<file path="config.mk">
export PLATFORM = sky130hd
export DESIGN_NAME = hb_load_store_unit
export DESIGN_NICKNAME = d
export VERILOG_FILES = /design/src/rtl/hb_load_store_unit.sv
export SDC_FILE = /design/constraint.sdc
export NUM_CORES = 1
export LEC_CHECK = 0
export ABC_AREA = 1
export CAP_MARGIN = 20
export CORE_MARGIN = 2
export CORE_UTILIZATION = 30
export DETAILED_ROUTE_END_ITERATION = 10
export PLACE_DENSITY = 0.62
export SYNTH_ARGS = -nofsm -noshare
export SYNTH_HDL_FRONTEND = slang
export SYNTH_SLANG_ARGS = --single-unit
</file>
<file path="constraint.sdc">
create_clock -name hb_clk -period 1.6 [get_ports hb_clk]
set_input_delay 0.24 -clock hb_clk [delete_from_list [all_inputs] [get_ports hb_clk]]
set_output_delay 0.24 -clock hb_clk [all_outputs]
set_load 0.02 [all_outputs]
</file>
<file path="src/rtl/hb_load_store_unit.sv">
// hb_load_store_unit: core-side load/store master for the high-speed bus.
// Takes one RISC-V load/store at a time and screens it for an illegal funct3
// or a misaligned address. Legal requests become one hb read or write pulse.
// The unit then waits, with a timeout, for the slave's finish handshake.
// Load data is sign- or zero-extended and one response strobe is returned
// per accepted request.

module hb_load_store_unit #(
   parameter int TIMEOUT_CYCLES = 255
) (
   input  logic        hb_clk,
   input  logic        rst_n,

   input  logic        req_valid,
   output logic        req_ready,
   input  logic        req_we,
   input  logic [2:0]  req_funct3,
   input  logic [31:0] req_addr,
   input  logic [31:0] req_wdata,

   output logic        resp_valid,
   output logic [31:0] resp_rdata,
   output logic        resp_misaligned,
   output logic        resp_err,

   output logic [31:0] hb_raddr,
   output logic [31:0] hb_waddr,
   output logic [31:0] hb_wdata,
   output logic [1:0]  hb_write_width,
   output logic        hb_ren,
   output logic        hb_wen,
   input  logic [31:0] hb_rdata,
   input  logic        hb_read_finish,
   input  logic        hb_write_finish
);

   localparam int CNT_W = $clog2(TIMEOUT_CYCLES + 1);
   localparam logic [CNT_W-1:0] CNT_LAST = CNT_W'(TIMEOUT_CYCLES - 1);

   typedef enum logic [1:0] {
      IDLE  = 2'd0,
      READ  = 2'd1,
      WRITE = 2'd2,
      RESP  = 2'd3
   } state_t;

   state_t           state_q;
   state_t           state_d;
   logic [CNT_W-1:0] timeout_cnt_q;
   logic [2:0]       funct3_q;

   logic             accept;
   logic             req_illegal;
   logic             req_misaligned;
   logic             bus_busy;
   logic             read_done;
   logic             write_done;
   logic             access_done;
   logic             timed_out;
   logic [31:0]      load_data;

   assign req_ready = (state_q == IDLE);
   assign accept    = req_valid && req_ready;

   // Screen the incoming request: loads allow funct3 0,1,2,4,5 and stores
   // allow 0..2. An illegal funct3 takes priority over misalignment, so the
   // two response flags can never be raised together.
   always_comb begin
      req_illegal    = 1'b0;
      req_misaligned = 1'b0;
      if (req_we) begin
         req_illegal = (req_funct3 > 3'd2);
      end else begin
         req_illegal = (req_funct3 == 3'd3) || (req_funct3[2:1] == 2'b11);
      end
      if (!req_illegal) begin
         case (req_funct3[1:0])
            2'b01:   req_misaligned = req_addr[0];
            2'b10:   req_misaligned = (req_addr[1:0] != 2'b00);
            default: req_misaligned = 1'b0;
         endcase
      end
   end

   // Finish qualification: a read finish in the pulse cycle (hb_ren still
   // high) is too early to be real, while a write may complete in the
   // same cycle as its pulse.
   assign bus_busy    = (state_q == READ) || (state_q == WRITE);
   assign read_done   = (state_q == READ) && !hb_ren && hb_read_finish;
   assign write_done  = (state_q == WRITE) && hb_write_finish;
   assign access_done = read_done || write_done;
   assign timed_out   = bus_busy && !access_done && (timeout_cnt_q == CNT_LAST);

   // Extend the slave's right-justified load data according to funct3.
   always_comb begin
      load_data = hb_rdata;
      case (funct3_q)
         3'd0:    load_data = {{24{hb_rdata[7]}}, hb_rdata[7:0]};
         3'd1:    load_data = {{16{hb_rdata[15]}}, hb_rdata[15:0]};
         3'd4:    load_data = {24'd0, hb_rdata[7:0]};
         3'd5:    load_data = {16'd0, hb_rdata[15:0]};
         default: load_data = hb_rdata;
      endcase
   end

   // State register.
   always_ff @(posedge hb_clk or negedge rst_n) begin
      if (!rst_n) begin
         state_q <= IDLE;
      end else begin
         state_q <= state_d;
      end
   end

   // Next-state logic: faulty requests go straight to RESP, legal ones
   // visit READ or WRITE until a finish or the timeout.
   always_comb begin
      state_d = state_q;
      case (state_q)
         IDLE: begin
            if (accept) begin
               if (req_illegal || req_misaligned) begin
                  state_d = RESP;
               end else if (req_we) begin
                  state_d = WRITE;
               end else begin
                  state_d = READ;
               end
            end
         end
         READ, WRITE: begin
            if (access_done || timed_out) begin
               state_d = RESP;
            end
         end
         RESP:    state_d = IDLE;
         default: state_d = IDLE;
      endcase
   end

   // Timeout counter: cleared while idle, counts every busy cycle that
   // brings no finish; reaching the last count forces the error response.
   always_ff @(posedge hb_clk or negedge rst_n) begin
      if (!rst_n) begin
         timeout_cnt_q <= '0;
      end else if (state_q == IDLE) begin
         timeout_cnt_q <= '0;
      end else if (bus_busy && !access_done) begin
         timeout_cnt_q <= timeout_cnt_q + CNT_W'(1);
      end
   end

   // Remember funct3 of the accepted request for the load extension.
   always_ff @(posedge hb_clk or negedge rst_n) begin
      if (!rst_n) begin
         funct3_q <= 3'd0;
      end else if (accept) begin
         funct3_q <= req_funct3;
      end
   end

   // Bus request registers: the address, data and width are loaded on the
   // way into READ/WRITE and held until the next access; the enables are
   // single-cycle pulses.
   always_ff @(posedge hb_clk or negedge rst_n) begin
      if (!rst_n) begin
         hb_raddr       <= 32'd0;
         hb_waddr       <= 32'd0;
         hb_wdata       <= 32'd0;
         hb_write_width <= 2'b00;
         hb_ren         <= 1'b0;
         hb_wen         <= 1'b0;
      end else begin
         hb_ren <= 1'b0;
         hb_wen <= 1'b0;
         if (accept && !req_illegal && !req_misaligned) begin
            hb_raddr       <= req_addr;
            hb_waddr       <= req_addr;
            hb_wdata       <= req_wdata;
            hb_write_width <= req_funct3[1:0];
            hb_ren         <= !req_we;
            hb_wen         <= req_we;
         end
      end
   end

   // Response registers: loaded on the edge that enters RESP so the strobe
   // and its flags appear together for exactly the one RESP cycle.
   always_ff @(posedge hb_clk or negedge rst_n) begin
      if (!rst_n) begin
         resp_valid      <= 1'b0;
         resp_rdata      <= 32'd0;
         resp_misaligned <= 1'b0;
         resp_err        <= 1'b0;
      end else begin
         resp_valid      <= 1'b0;
         resp_rdata      <= 32'd0;
         resp_misaligned <= 1'b0;
         resp_err        <= 1'b0;
         if (state_d == RESP && state_q != RESP) begin
            resp_valid <= 1'b1;
            if (state_q == IDLE) begin
               resp_err        <= req_illegal;
               resp_misaligned <= req_misaligned;
            end else if (timed_out) begin
               resp_err <= 1'b1;
            end else if (read_done) begin
               resp_rdata <= load_data;
            end
         end
      end
   end

endmodule

</file>
==> results of run 1 <==
-- sequential cells by signal, summed over array words and instances, names as in the netlist --
signal           count
resp_rdata          32
hb_wen               1
timeout_cnt_q        8
hb_wdata            32
hb_waddr            32
funct3_q             3
resp_err             1
resp_valid           1
hb_ren               1
state_q              2
resp_misaligned      1
hb_write_width       2
-- cell usage after synthesis --
cell type / instances
nand3_2: 2
nor3_1: 4
a31oi_1: 1
o21ai_0: 33
nand3_1: 13
ha_1: 9
mux2_4: 4
dfrtp_1: 116
nand2_1: 55
clkinv_1: 1
inv_1: 25
nor2_2: 2
nand4_1: 2
a21oi_1: 6
buf_2: 7
inv_2: 2
nor2_1: 43
buf_4: 32
buf_6: 6
clkbuf_1: 3
a31oi_4: 1
nand3_4: 1
nand2_4: 1
mux2_2: 59
o31ai_1: 1
nand2_2: 1
a21oi_2: 1
-- routing by layer --
metal  up-vias  GRT usage [%]  wire length [µm]
li1       1932              -                 -
met1      1968           17.9              5560
met2       158           29.4              7520
met3        24           4.33               855
met4         0           6.69               319
met5         -              0                 0
-- logic make-up (layout without fill, tap and decap cells) --
logic type / count (synthesis) / count (layout) / synth area share, %
and+or+nand+nor: 124 / 124 / 10.7
buffers and inverters: 76 / 358 / 9.24
adders and majority gates: 9 / 9 / 2.27
AOI/OAI and AO/OA: 43 / 43 / 4.81
muxes: 63 / 63 / 14.6
DFF: 116 / 116 / 58.4
-- critical path, delay by kind of cell (launching register included) --
family                     cells  cell delay (ps)
adders and majority gates      1              170
buffers and inverters          3              430
and+or+nand+nor                6              510
DFF                            1              400
AOI/OAI and AO/OA              1              160
-- where the power goes --
group / total [mW] / internal, mW / switching (mW) / leakage, nW
Combinational: 7.46 / 3.46 / 4.00 / 2.55
Sequential: 4.55 / 3.92 / 0.622 / 1.48
Clock: 3.97 / 2.71 / 1.26 / 0.306
-- worst max path at each step --
stage          cells after the start             end     startpoint  slack, ps
3_3_place_gp                      12  resp_rdata[31]  req_funct3[0]       -660
3_5_place_dp                      12  resp_rdata[31]  req_funct3[0]       -710
2_1_floorplan                      9    hb_wdata[22]     state_q[1]       -160
4_1_cts                            8    hb_waddr[16]     state_q[0]       -170
5_1_grt                           10   resp_rdata[4]     state_q[1]       -290
6_report                          11  resp_rdata[31]     state_q[1]       -200
-- through the flow --
stage	power, mW	utilization, %	instances
final	16.0	52.8	933
after global routing	16.9	52.8	933
after CTS	15.9	51.7	928
after detailed placement	12.2	46.9	884
after global placement	12.1	46.9	884
after floorplan	8.87	-	431
-- cell type report --
cell class / instances / area (µm²) / share of cell area, %
well taps: 220 / 275 / 3.18
repair buffers: 299 / 2930 / 33.8
inverters: 28 / 106 / 1.23
clock buffers: 22 / 474 / 5.47
flip-flops and latches: 116 / 2900 / 33.5
multi-input cells: 239 / 1830 / 21.1
clock inverters: 9 / 151 / 1.75
-- timing repair --
item,4_1_cts,5_1_grt
gates cloned,4,1
setup buffers,8,4
setup endpoints to repair,219,118
hold buffers,1,0
gates resized for setup,152,48
pin swaps,3,2
endpoints found under the hold margin,23,0
==> results.ini, run 1 <==
[outcome]
outcome = finished, violations left
violations = negative setup slack

[route]
post_drt_wl_per_cell_um = 15.3
drt-initial-drc-count = 98
wl_um = 14300
drtAntennaViolNets = 0
vias_per_cell = 4.38
dr.pass1.iters = 4
vias = 4082
remaining_drc_errors = 0

[sta]
fin_crit_sh_pct = 112
setup-tns-final_ps = -11830
fmax_mhz = 556
maxSlewViolCount = 0
maxSlewHeadroom_pct = 74.5
fin_hold_ws_ps = 301
setup-violations-final = 100
max_slew.worst_pin.slew_ps = 382
fin_skew_ps = 9.46
hold_viol = 0
fin_crit_ps = 1800
rsz0062_at_grt = true
setup_ws_ps = -199

[critical_path]
crit_arrival_ps = 2080
r2r_start = state_q[1]
rrSetupSlack_ps = -200
path_class = reg2reg
cp_max_fo = 17
reg2reg_depth = 11
cp_slowest_cell = dfrtp_1
cp.required_ps = 1890
timing.rr.end = resp_rdata[31]
crit_path_start_kind = flip-flop
crit_chain = inv_2 > ha_4 > nand2_4 > a21oi_4 > buf_6 > nand3_4 > nand2_2 > nand2_2 > nand3_4 > buf_12 > nor2_1
endpoint_kind = flip-flop
max_stage_delay_ps = 400

[synth]
synth_top_area_share_pct = 58.4
ys_types = 27
yosys_warnings = 0
ys_seq_area_share_pct = 58.4
synth_nets = 545
syn_area_mm2 = 0.00497
synthTopCellsByArea = dfrtp_1 (58%), mux2_2 (13%), buf_4 (4.8%)
syn_inst = 431
synth_seq_cells = 116
avgSynthCellArea_um2 = 11.5
post-synth-top-area-cell = dfrtp_1

[placement]
dp_slack_ps = -710
io_buffer_count = 240
place_area_mm2 = 0.00769
gp_congestion = 0.804
dp_hpwl_um = 10000

[clock_tree]
clkTransAtPathRegs_ps = 50
cts_sinks = 116
cts_tree = built
clock-root-buffer = clkbuf_16
insertion_delay_ps = 410
cts_made_buffers = 17
clk_path_buf_depth = 2
h-tree-depth = 4

[final_layout]
final_common_cell = dlygate4sd2_1
drive_above_1_share_pct = 29.5
fill_cells = 1448
nNetsFinal = 815
design_area_mm2 = 0.00867
diodes = 0
area_delta_synth_final_pct = 74.4
layout_common_cells = dlygate4sd2_1 (118), dfrtp_1 (116), clkdlybuf4s50_1 (108), mux2_2 (59), nand2_1 (46)

[grt]
grt_first_pass_wirelength_um = 22200
antenna_found_initial = 0
overflow = 0
track_usage_pct = 16.2
grt_max_degree = 45
grt_pass1_vias = 4227

[power_and_ir_drop]
p_per_area_mw_per_mm2 = 1840
leakage_nw = 4.33
ir_drop_mv = 0.839

[floorplanning]
core_mm2 = 0.0164
start_util_pct = 30.3
num_rows = 47
dieWidth_um = 133
io_pins = 241
die_y_um = 133
dieArea_mm2 = 0.0176

[worst_hold_path]
min_path_type = in2async

[job]
drv_cap = 0

No activity file was read; power rests on OpenSTA's default activity.
==> inputs of run 2 (changes only) <==
--- a/config.mk
+++ b/config.mk
@@ -10,6 +10,7 @@
 export CORE_MARGIN = 2
 export CORE_UTILIZATION = 30
 export DETAILED_ROUTE_END_ITERATION = 10
+export GPL_ROUTABILITY_DRIVEN = 0
 export PLACE_DENSITY = 0.62
 export SYNTH_ARGS = -nofsm -noshare
 export SYNTH_HDL_FRONTEND = slang
==> results of run 2 <==
The final DEF is identical to that of run 1; final timing and power are the same.
==> inputs of run 3 (changes only) <==
--- a/config.mk
+++ b/config.mk
@@ -12,6 +12,7 @@
 export DETAILED_ROUTE_END_ITERATION = 10
 export GPL_ROUTABILITY_DRIVEN = 0
 export PLACE_DENSITY = 0.62
+export SLEW_MARGIN = 15
 export SYNTH_ARGS = -nofsm -noshare
 export SYNTH_HDL_FRONTEND = slang
 export SYNTH_SLANG_ARGS = --single-unit
==> results of run 3 <==
The final DEF is identical to that of run 1; final timing and power are the same.
